==> config.mk <==
export PLATFORM = sky130hd
export DESIGN_NAME = mips_fetch_unit
export DESIGN_NICKNAME = d
export VERILOG_FILES = /design/src/rtl/mips_fetch_unit.sv
export SDC_FILE = /design/constraint.sdc
export NUM_CORES = 1
export LEC_CHECK = 0
export BUFFER_PORTS_ARGS = -buffer_cell sky130_fd_sc_hd__clkbuf_2
export CORE_ASPECT_RATIO = 1.5
export CORE_MARGIN = 3
export CORE_UTILIZATION = 54
export CTS_CLUSTER_DIAMETER = 60
export DETAILED_ROUTE_END_ITERATION = 8
export PLACE_DENSITY = 0.8
export REMOVE_ABC_BUFFERS = 1
export SLEW_MARGIN = 10
export SYNTH_ARGS = -nofsm -noshare
export SYNTH_HDL_FRONTEND = slang
export SYNTH_SLANG_ARGS = --single-unit
==> constraint.sdc <==
create_clock -name clk -period 9 [get_ports clk]
set_input_delay 0.9 -clock clk [delete_from_list [all_inputs] [get_ports clk]]
set_output_delay 0.9 -clock clk [all_outputs]
set_load 0.005 [all_outputs]
==> src/rtl/mips_fetch_unit.sv <==
// MIPS instruction-fetch front end: internal PC, prefetch FIFO toward decode, execute-stage redirects.
// Define MIPS_FETCH_STATS_EN to add the saturating stat_fetched / stat_flushes counters.
`default_nettype none

module mips_fetch_unit #(
    parameter int          ADDR_W   = 8,
    parameter int          DEPTH    = 4,
    parameter logic [31:0] RESET_PC = 32'h0000_0000
) (
    input  logic                       clk,
    input  logic                       rst_n,
    output logic [ADDR_W-1:0]          imem_addr,
    input  logic [31:0]                imem_rdata,
    output logic                       out_valid,
    input  logic                       out_ready,
    output logic [31:0]                out_instr,
    output logic [31:0]                out_pc,
    input  logic                       redir_branch,
    input  logic                       redir_zero,
    input  logic                       redir_jump,
    input  logic [31:0]                redir_pc,
    input  logic [31:0]                redir_seimm,
    input  logic [25:0]                redir_jval,
`ifdef MIPS_FETCH_STATS_EN
    output logic [15:0]                stat_fetched,
    output logic [15:0]                stat_flushes,
`endif
    output logic [$clog2(DEPTH):0]     fifo_count
);

    localparam int PTR_W = $clog2(DEPTH);
    localparam int CNT_W = PTR_W + 1;

    logic [31:0]      pc;
    logic [PTR_W-1:0] wr_ptr;
    logic [PTR_W-1:0] rd_ptr;
    logic [CNT_W-1:0] count;
    logic [31:0]      mem_instr [DEPTH];
    logic [31:0]      mem_pc    [DEPTH];

    logic               full;
    logic               taken;
    logic               push;
    logic               pop;
    logic [31:0]        pc4;
    logic signed [31:0] seimm_s;
    logic [31:0]        jump_target;
    logic [31:0]        branch_target;
    logic [31:0]        target;

    assign imem_addr  = pc[ADDR_W-1:0];
    assign fifo_count = count;
    assign full       = (count == CNT_W'(DEPTH));
    assign out_valid  = (count != '0);

    assign taken = redir_jump | (redir_branch & redir_zero);
    assign pop   = out_valid & out_ready & ~taken;
    assign push  = ~taken & (~full | pop);

    // Jump wins over branch; branch offset is a signed word count.
    assign pc4           = redir_pc + 32'd4;
    assign seimm_s       = signed'(redir_seimm);
    assign jump_target   = {pc4[31:28], redir_jval, 2'b00};
    assign branch_target = pc4 + unsigned'(seimm_s <<< 2);
    assign target        = redir_jump ? jump_target : branch_target;

    assign out_instr = out_valid ? mem_instr[rd_ptr] : 32'd0;
    assign out_pc    = out_valid ? mem_pc[rd_ptr]    : 32'd0;

    // Control state: PC, pointers and occupancy.
    always_ff @(posedge clk or negedge rst_n) begin
        if (!rst_n) begin
            pc     <= RESET_PC;
            wr_ptr <= '0;
            rd_ptr <= '0;
            count  <= '0;
        end else if (taken) begin
            pc     <= target;
            wr_ptr <= '0;
            rd_ptr <= '0;
            count  <= '0;
        end else begin
            if (push) begin
                pc     <= pc + 32'd4;
                wr_ptr <= wr_ptr + PTR_W'(1);
            end
            if (pop)
                rd_ptr <= rd_ptr + PTR_W'(1);
            case ({push, pop})
                2'b10:   count <= count + CNT_W'(1);
                2'b01:   count <= count - CNT_W'(1);
                default: count <= count;
            endcase
        end
    end

    // Entry storage carries data only; emptiness is tracked by count, so no reset needed.
    always_ff @(posedge clk) begin
        if (push) begin
            mem_instr[wr_ptr] <= imem_rdata;
            mem_pc[wr_ptr]    <= pc;
        end
    end

`ifdef MIPS_FETCH_STATS_EN
    function automatic logic [15:0] sat_inc(input logic [15:0] v);
        return (v == 16'hFFFF) ? v : v + 16'd1;
    endfunction

    always_ff @(posedge clk or negedge rst_n) begin
        if (!rst_n) begin
            stat_fetched <= '0;
            stat_flushes <= '0;
        end else begin
            if (push)
                stat_fetched <= sat_inc(stat_fetched);
            if (taken)
                stat_flushes <= sat_inc(stat_flushes);
        end
    end
`endif

endmodule

`default_nettype wire
==> summary by stage, run 1 <==
Global route
The first global-routing pass estimated about 48000 um of wire. Across every metal layer, demand over resource in global routing totals between 20% and 30%. The number of global-route vias before repair is 9279. The number of antenna violations at the first check in global routing is 0. Summed over all layers, the global routing overflow is 0. The pin count of the biggest net entering global routing is between 60 and 70.

STA
The period utilization is roughly 43%. The fmax is between 0.2 and 0.3 GHz. The minimum setup slack in the final design is between 5 and 6 ns.

The accumulated negative setup slack is 0 ns. The final count of negative-setup-slack endpoints is 0. On the final layout, the worst hold slack is 0.545 ns. The count of final max-slew check failures is 0. The measured slew at the worst slew-check pin is a little over 1 ns. The number of hold violations in the final report came to 0. Setup repair after global routing left no endpoint under its margin. The clock period minus final worst setup slack is about 3.9 ns. The tightest slew margin relative to the limit is just over 30%. On the final layout, the worst clock skew is 0.00687 ns.

Synth
Counting instances in the post-synthesis netlist gives the leading cell types as 256 x edfxtp_1, 73 x nand2_1, 70 x and2_1, 64 x mux4_2, 54 x a21oi_1. Summing every instance area after synthesis gives ~14000 um2. By area the synthesized netlist is led by edfxtp_1 54%, mux4_2 10%, dfrtp_1 6.9%. In the synthesized netlist the async set-or-reset flop fraction comes to 13.2%. The synthesized design contains approximately 260 enable-type register cells. The count of cell types in the netlist is 67. Of the post-synthesis cell area, the dominant cell type holds around 54%. Synthesis handed over a netlist of 1014 instances. The most repeated cell in the gate-level netlist after synthesis is edfxtp_1.

Yosys printed 0 warnings. The register bit total from synthesis is around 300. In the synthesized netlist the dominant register cell turns out to be edfxtp_1. The post-synthesis area per instance is ~14 um2. Of the synthesized area, sequential elements account for roughly 60%.

The synthesized design spends more area on one cell type than any other, namely edfxtp_1.

Power
The design draws about 3.3 mW. The leakage component of the power is 6.05 nW. Dividing total power by cell area gives a power density of roughly 200 nW/um2. Across the VDD grid, the largest voltage drop is 0.126 mV.

Route
The total number of vias is 8949. The total detailed-routing wirelength is 30100 um. For this run, the detailed router's first-pass iteration total came to 4. The number of nets with antenna violations after detailed routing is 0. The iteration-0 DRC count of the detailed router is ~600. In the final routed layout, each cell accounts on average for just under 20 um. For this run, design rule violations remaining after detail routing come to 0. Dividing the detail-routed via count by the number of cells gives slightly below 6.

CTS
After clock tree synthesis, the setup repair step added 0 buffers. The count of cells resized by post-cts repair is 0. The number of hold buffers added after CTS was 0. The total clock sinks is 295. The clock buffer count from CTS is 25.

The number of levels the H-tree was split into is 1. The clock tree root buffer cell is clkbuf_16. No sink is reached through more buffers than the 3 on the longest clock path.

The clock-pin slew of the registers on the worst-case setup and hold paths is ~0.07 ns. The clock latency on the worst-skew pair is roughly 0.5 ns. The TritonCTS clock tree is done.

Floorplan
The die width is roughly 140 um. The number of rows created at floorplan is just over 70. The die is between 200 and 250 um tall. The number of top-level pins is 204. The area inside the core boundary is ~26000 um2.

The overall die area is 28400 um2. For this configuration, the core starts out at a cell density of a little under three fifths.

Worst setup path
The critical path in this run is classified as in -> reg. Data on the critical path is required at its endpoint by 9.39 ns. The maximum fanout encountered on the critical timing path is 8.

STA classifies the critical path endpoint as a flop. The launching element of the worst setup path is redir_pc[4]. The start of the worst register-to-register path is pc[3].

The startpoint class of the critical path is an input port. The data arrival time of the critical path is approximately 4.3 ns.

Final layout
Summing all non-filler instances in the final layout gives an area of about 16000 um2. In the final layout, the multi-input gates occupy 5310 um2. Measured on the finished design, the core utilization comes to a little under two thirds. In the final layout, flip-flops and latches occupy around 8700 um2.

Compared with the post-synthesis result, the final layout area differs by 15.3%. The share of final-layout standard cells stronger than drive strength 1 is 27.7%. The non-filler instance count after layout is between 1500 and 2000.

The number of nets in the layout is ~1400. The filler cells instantiated in the layout total between 1500 and 2000. The antenna cell count is 0.

Placed design
Buffers placed on the I/O ports in this run total 201. Timing analysis after detailed placement gives a worst setup slack of ~4.6 ns. Detailed placement ended at an HPWL of between 20000 and 25000 um. The placed instances occupy a cell area of about 16000 um2. The congestion estimate from routability-driven global placement came to around 0.84.

The cell total after placement is between 1500 and 2000.

Min path
The type of the tightest min-delay check is in -> async.

Run
The number of maximum-capacitance violations is 0.

Run status
The run finished with clean final reports.
worst max-delay path: stages:
cell	delay, ns
clkbuf_2	0.13
nand3_1	0.17
nor4_4	0.35
and3_1	0.33
nand4_1	0.15
xnor2_1	0.14
ha_1	0.43
inv_1	0.11
o31ai_1	0.36
nand3_1	0.12
nand2_1	0.08
a21oi_1	0.06
nor3_1	0.28
a31oi_1	0.19
o21bai_1	0.23
nand4_1	0.11
nor3b_1	0.16
state kept, by name, summed over array words and instances, names as in the netlist:
register,cells
pc,32
wr_ptr,2
mem_instr,128
fifo_count,3
mem_pc,128
rd_ptr,2
final timing paths:
| check | endpoint | slack, ns | cells after the start |
|---|---|---|---|
| min in group clk | wr_ptr[1] | 0.57 | 2 |
| worst min-delay path | fifo_count[2] | 0.55 | 1 |
| max in group asynchronous | rd_ptr[0] | 7.70 | 1 |
| worst max-delay path | pc[26] | 5.09 | 17 |
| worst max register to register | pc[30] | 5.87 | 10 |
| worst min register to register | wr_ptr[1] | 0.57 | 2 |
layout make-up:
| class | instances | area share [%] |
|---|---|---|
| Clock inverter | 12 | 0.883 |
| Timing Repair Buffer | 209 | 6.49 |
| Inverter | 20 | 0.457 |
| Tap cell | 333 | 2.54 |
| Multi-Input combinational cell | 650 | 32.3 |
| Clock buffer | 33 | 4.56 |
| Sequential cell | 295 | 52.8 |
placed cells by master, fill, tap and decap left out, types with 38 or more instances in the layout:
master,instances
edfxtp_1,256
clkbuf_2,201
nand2_1,73
and2_1,70
mux4_2,64
a21oi_1,54
nor2_1,52
xnor2_1,45
ha_1,42
nand3_1,38
kinds of logic (layout without fill, tap and decap cells):
family	count (synthesis)	after routing	synth area share [%]
simple gates	301	301	11.0
flops	295	295	60.8
compound gates	176	176	8.12
buf+inv	69	274	2.07
mux	66	66	10.3
xor+xnor	64	64	3.94
fa+ha+maj	43	43	3.83
layer usage:
metal,GRT usage (%),part of all wire (%)
met4,7.38,2.9
met1,25.4,39
met3,2.20,4.6
met5,0,0
met2,39.7,54
power by group:
part | leakage (nW) | switching, mW | internal (mW)
registers | 2.83 | 0.0590 | 1.57
logic | 2.79 | 0.261 | 0.228
clock network | 0.442 | 0.467 | 0.676
(Power assumes the default switching activity.)
==> run 2: changes to the inputs <==
CORE_UTILIZATION = 52   (was 54)
clock period = 3.1 ns   (was 9 ns; I/O delays follow)
==> summary by stage, run 2 (synthesis results as in run 1) <==
Worst setup path
The critical setup path kind is in -> reg (unchanged). The data arrival time of the critical path is 3.26 ns (was 4.31 ns). The critical path's largest stage delay is 0.42 ns (was 0.43 ns). The endpoint type of the worst setup path is a flop (unchanged).

The number of cells on the critical path came to 18 (was 17). Cells along the critical path: clkbuf_2, nand3_1, nor4_4, and3_1, nand3_1, xnor2_1, ha_1, nor2_1, nor2_1, o21a_1, nand3_1, o21ai_1, a21oi_2, o41ai_2, buf_4, o22ai_1, o211ai_1, nor2_1 (was clkbuf_2, nand3_1, nor4_4, and3_1, nand4_1, xnor2_1, ha_1, inv_1, o31ai_1, nand3_1, nand2_1, a21oi_1, nor3_1, a31oi_1, o21bai_1, nand4_1, nor3b_1). The number of cells on the worst reg-to-reg path is 12 (was 10). The startpoint class of the critical path is an input port (unchanged). The data required time of the critical path is 3.52 ns (was 9.39 ns). The critical path's slowest cell is o41ai_2 (was ha_1).

The number of buffer and inverter stages on the critical path is 2 (unchanged). The family with the most delay on the worst path is compound AO/OA/AOI/OAI gates (was simple AND/OR/NAND/NOR gates). The maximum fanout encountered on the critical timing path was 5 (was 8).

Power
The clock power share is 31.8% (was 35.0%). The peak supply drop came to 0.393 mV (was 0.126 mV). The switching share of total power is 24.7% (was 24.1%). The power density of the placed cells is 532 nW/um2 (was 199 nW/um2). The power dissipated by switching net loads is 2.31 mW (was 788 uW). The sequential cell fraction of total power came to 50.6% (was 50.0%). The leakage component of the power came to 6.72 nW (was 6.05 nW). The combinational fraction of design power was 17.5% (was 15.0%).

The internal power component was 7.05 mW (was 2.48 mW).

Floorplan
The area inside the core boundary is 26800 um2 (was 25900 um2). The die width was 141 um (was 139 um). The starting density of the core is 53.2% (was 55.1%). The number of rows created at floorplan is 73 (was 72). The number of top-level pins came to 204 (unchanged). The chip height is 209 um (was 205 um). The overall die area is 29500 um2 (was 28400 um2).

Global route
The number of antenna violations at the first check in global routing is 0 (unchanged). The sum of overflow across all layers after global routing is 0 (unchanged). The wire length of the first global-routing pass came to 51200 um (was 48000 um). The combined global-route utilization of all metal layers is 21.8% (was 21.2%). The number of global-route vias before repair is 10100 (was 9279).

The pin count of the biggest net entering global routing was 64 (was 68).

Route
The routed wire length per instance came to 18.5 um (was 19.4 um). The total DRC errors in the routed layout is 0 (unchanged). The iteration-0 DRC count of the detailed router is 739 (was 592). The ratio of routed vias to standard cells came to 5.64 (was 5.77).

The total number of vias was 9604 (was 8949). The total detailed-routing wirelength is 31500 um (was 30100 um). The number of nets with antenna violations after detailed routing is 0 (unchanged). The first-pass iteration count of the detailed router came to 5 (was 4).

Final layout
The antenna cell count is 0 (unchanged). The most frequent standard cell in the layout excluding fill and tap cells is edfxtp_1 (unchanged). The number of nets in the layout is 1517 (was 1372). The post-route standard cell area excluding fillers is 17600 um2 (was 16400 um2). Commonest cells after routing, fill and taps aside: 256 x edfxtp_1, 201 x clkbuf_2, 116 x buf_4 (was 256 x edfxtp_1, 201 x clkbuf_2, 73 x nand2_1). The share of final-layout standard cells stronger than drive strength 1 is 33.3% (was 27.7%). The layout-stage area growth over the synthesis result is 23.5% (was 15.3%). The non-filler instance count after layout is 1702 (was 1552). Registers with the highest flip-flop counts: mem_instr (128), mem_pc (128), pc (32) (unchanged). The utilization of the core after routing is 65.8% (was 63.5%).

STA
The tightest slew margin relative to the limit was 51.8% (was 31.1%). The measured slew at the worst slew-check pin was 0.724 ns (was 1.03 ns). The clock tree skew after final layout is 0.0206 ns (was 0.00687 ns). The minimum setup slack in the final design is 0.264 ns (was 5.09 ns). The final count of negative-setup-slack endpoints is 0 (unchanged). The fmax is around 0.35 GHz.

Subtracting the final worst setup slack from the clock period gives approximately 2.8 ns. The number of hold violations in the final report is 0 (unchanged). The count of final max-slew check failures is 0 (unchanged).

The accumulated negative setup slack is 0 ns (unchanged). Dividing the final minimum period by the clock period gives 91.5%.

CTS
The clock tree root buffer cell is clkbuf_16 (unchanged). The number of levels the H-tree was split into was 1 (unchanged). The number of buffers inserted by post-CTS setup repair came to 0 (unchanged). The clock latency on the worst-skew pair was 0.53 ns (was 0.51 ns). The total clock sinks came to 295 (unchanged). The TritonCTS clock tree is done (unchanged).

The clock-pin slew of the registers on the worst-case setup and hold paths is 0.07 ns (about the same). The clock buffer count from CTS is 25 (unchanged). The maximum root-to-sink buffer count is 3 (unchanged).

Placed design
The post-detailed-placement half-perimeter wirelength was 22200 um (was 20000 um). The worst-case setup slack after placement is -0.357 ns (was 4.59 ns). The post-detailed-placement cell area is 16500 um2 (was 15500 um2). The count of port buffers added during placement came to 201 (unchanged). The final weighted congestion in routability-driven placement came to 0.931 (was 0.841). The cell total after placement is 1626 (was 1507).

Run status
Outcome: finished clean (unchanged).

Min path
The type of the tightest min-delay check is in -> reg (was in -> async). The worst hold path cell count is 1.

Run
The number of maximum-capacitance violations is 0 (unchanged).
-- run 2: cell types whose count changed in the layout (fill, tap and decap cells not counted), sizes merged --
cell	before	now
clkinv	7	9
buf	8	123
bufinv	3	0
clkbuf	234	237
clkinvlp	1	0
dlygate4sd3	0	30
-- run 2: cell type report --
class | instances | area, um2
fill | 1946 | 9170
sequential | 295 | 8670
multi-input combinational | 650 | 5330
timing repair buffer | 354 | 2320
clock buffer | 36 | 728
tap | 337 | 422
inverter | 20 | 75.1
clock inverter | 10 | 57.6
-- run 2: worst reg2reg max path: stages (launching register included) --
cell	delay, ns
dfrtp_1	0.52
ha_1	0.26
nand2_1	0.10
nor3_1	0.34
nand3_1	0.25
buf_4	0.22
nor2_1	0.08
buf_4	0.16
nand2_1	0.10
o31ai_1	0.21
o21ai_0	0.12
o21ai_0	0.12
nand4_1	0.13
-- run 2: final timing paths --
path,end,start,slack (ns)
setup / recovery,pc[31],redir_pc[5],0.26
hold / removal,mem_instr[0][8],imem_rdata[8],0.02
setup reg to reg,pc[30],pc[3],0.37
hold reg to reg,fifo_count[2],fifo_count[2],0.55
max in group asynchronous,pc[31],rst_n,2.05
min in group asynchronous,fifo_count[1],rst_n,0.39
-- run 2: metal layers --
layer	vias to the layer above	wire, um	part of all wire [%]	track usage (%)
li1	4572	-	-	-
met3	88	1530	4.8	2.68
met4	0	1160	3.7	8.63
met2	334	16900	53	39.6
met1	4610	12000	38	26.1
met5	-	0	0	0
-- run 2: per-stage QoR --
step / hold slack, ns / power, mW
after floorplan: 0.0144 / 5.67
after global placement: 0.400 / 6.39
after detailed placement: 0.393 / 6.44
after CTS: 0.000605 / 9.44
after global routing: 0.00426 / 9.80
final: 0.0224 / 9.36
-- run 2: power groups by stage --
stage               clock network, mW  logic (mW)  registers (mW)
floorplan                           0       0.871            4.80
global placement                    0        1.59            4.80
detailed placement                  0        1.62            4.82
CTS                              3.05        1.66            4.74
global route                     3.22        1.81            4.77
finish                           2.98        1.64            4.74
-- run 2: what timing repair did --
item	CTS	global route
setup endpoints to repair	0	4
hold buffers	30	0
endpoints found under the hold margin	134	0
resized for setup	0	4
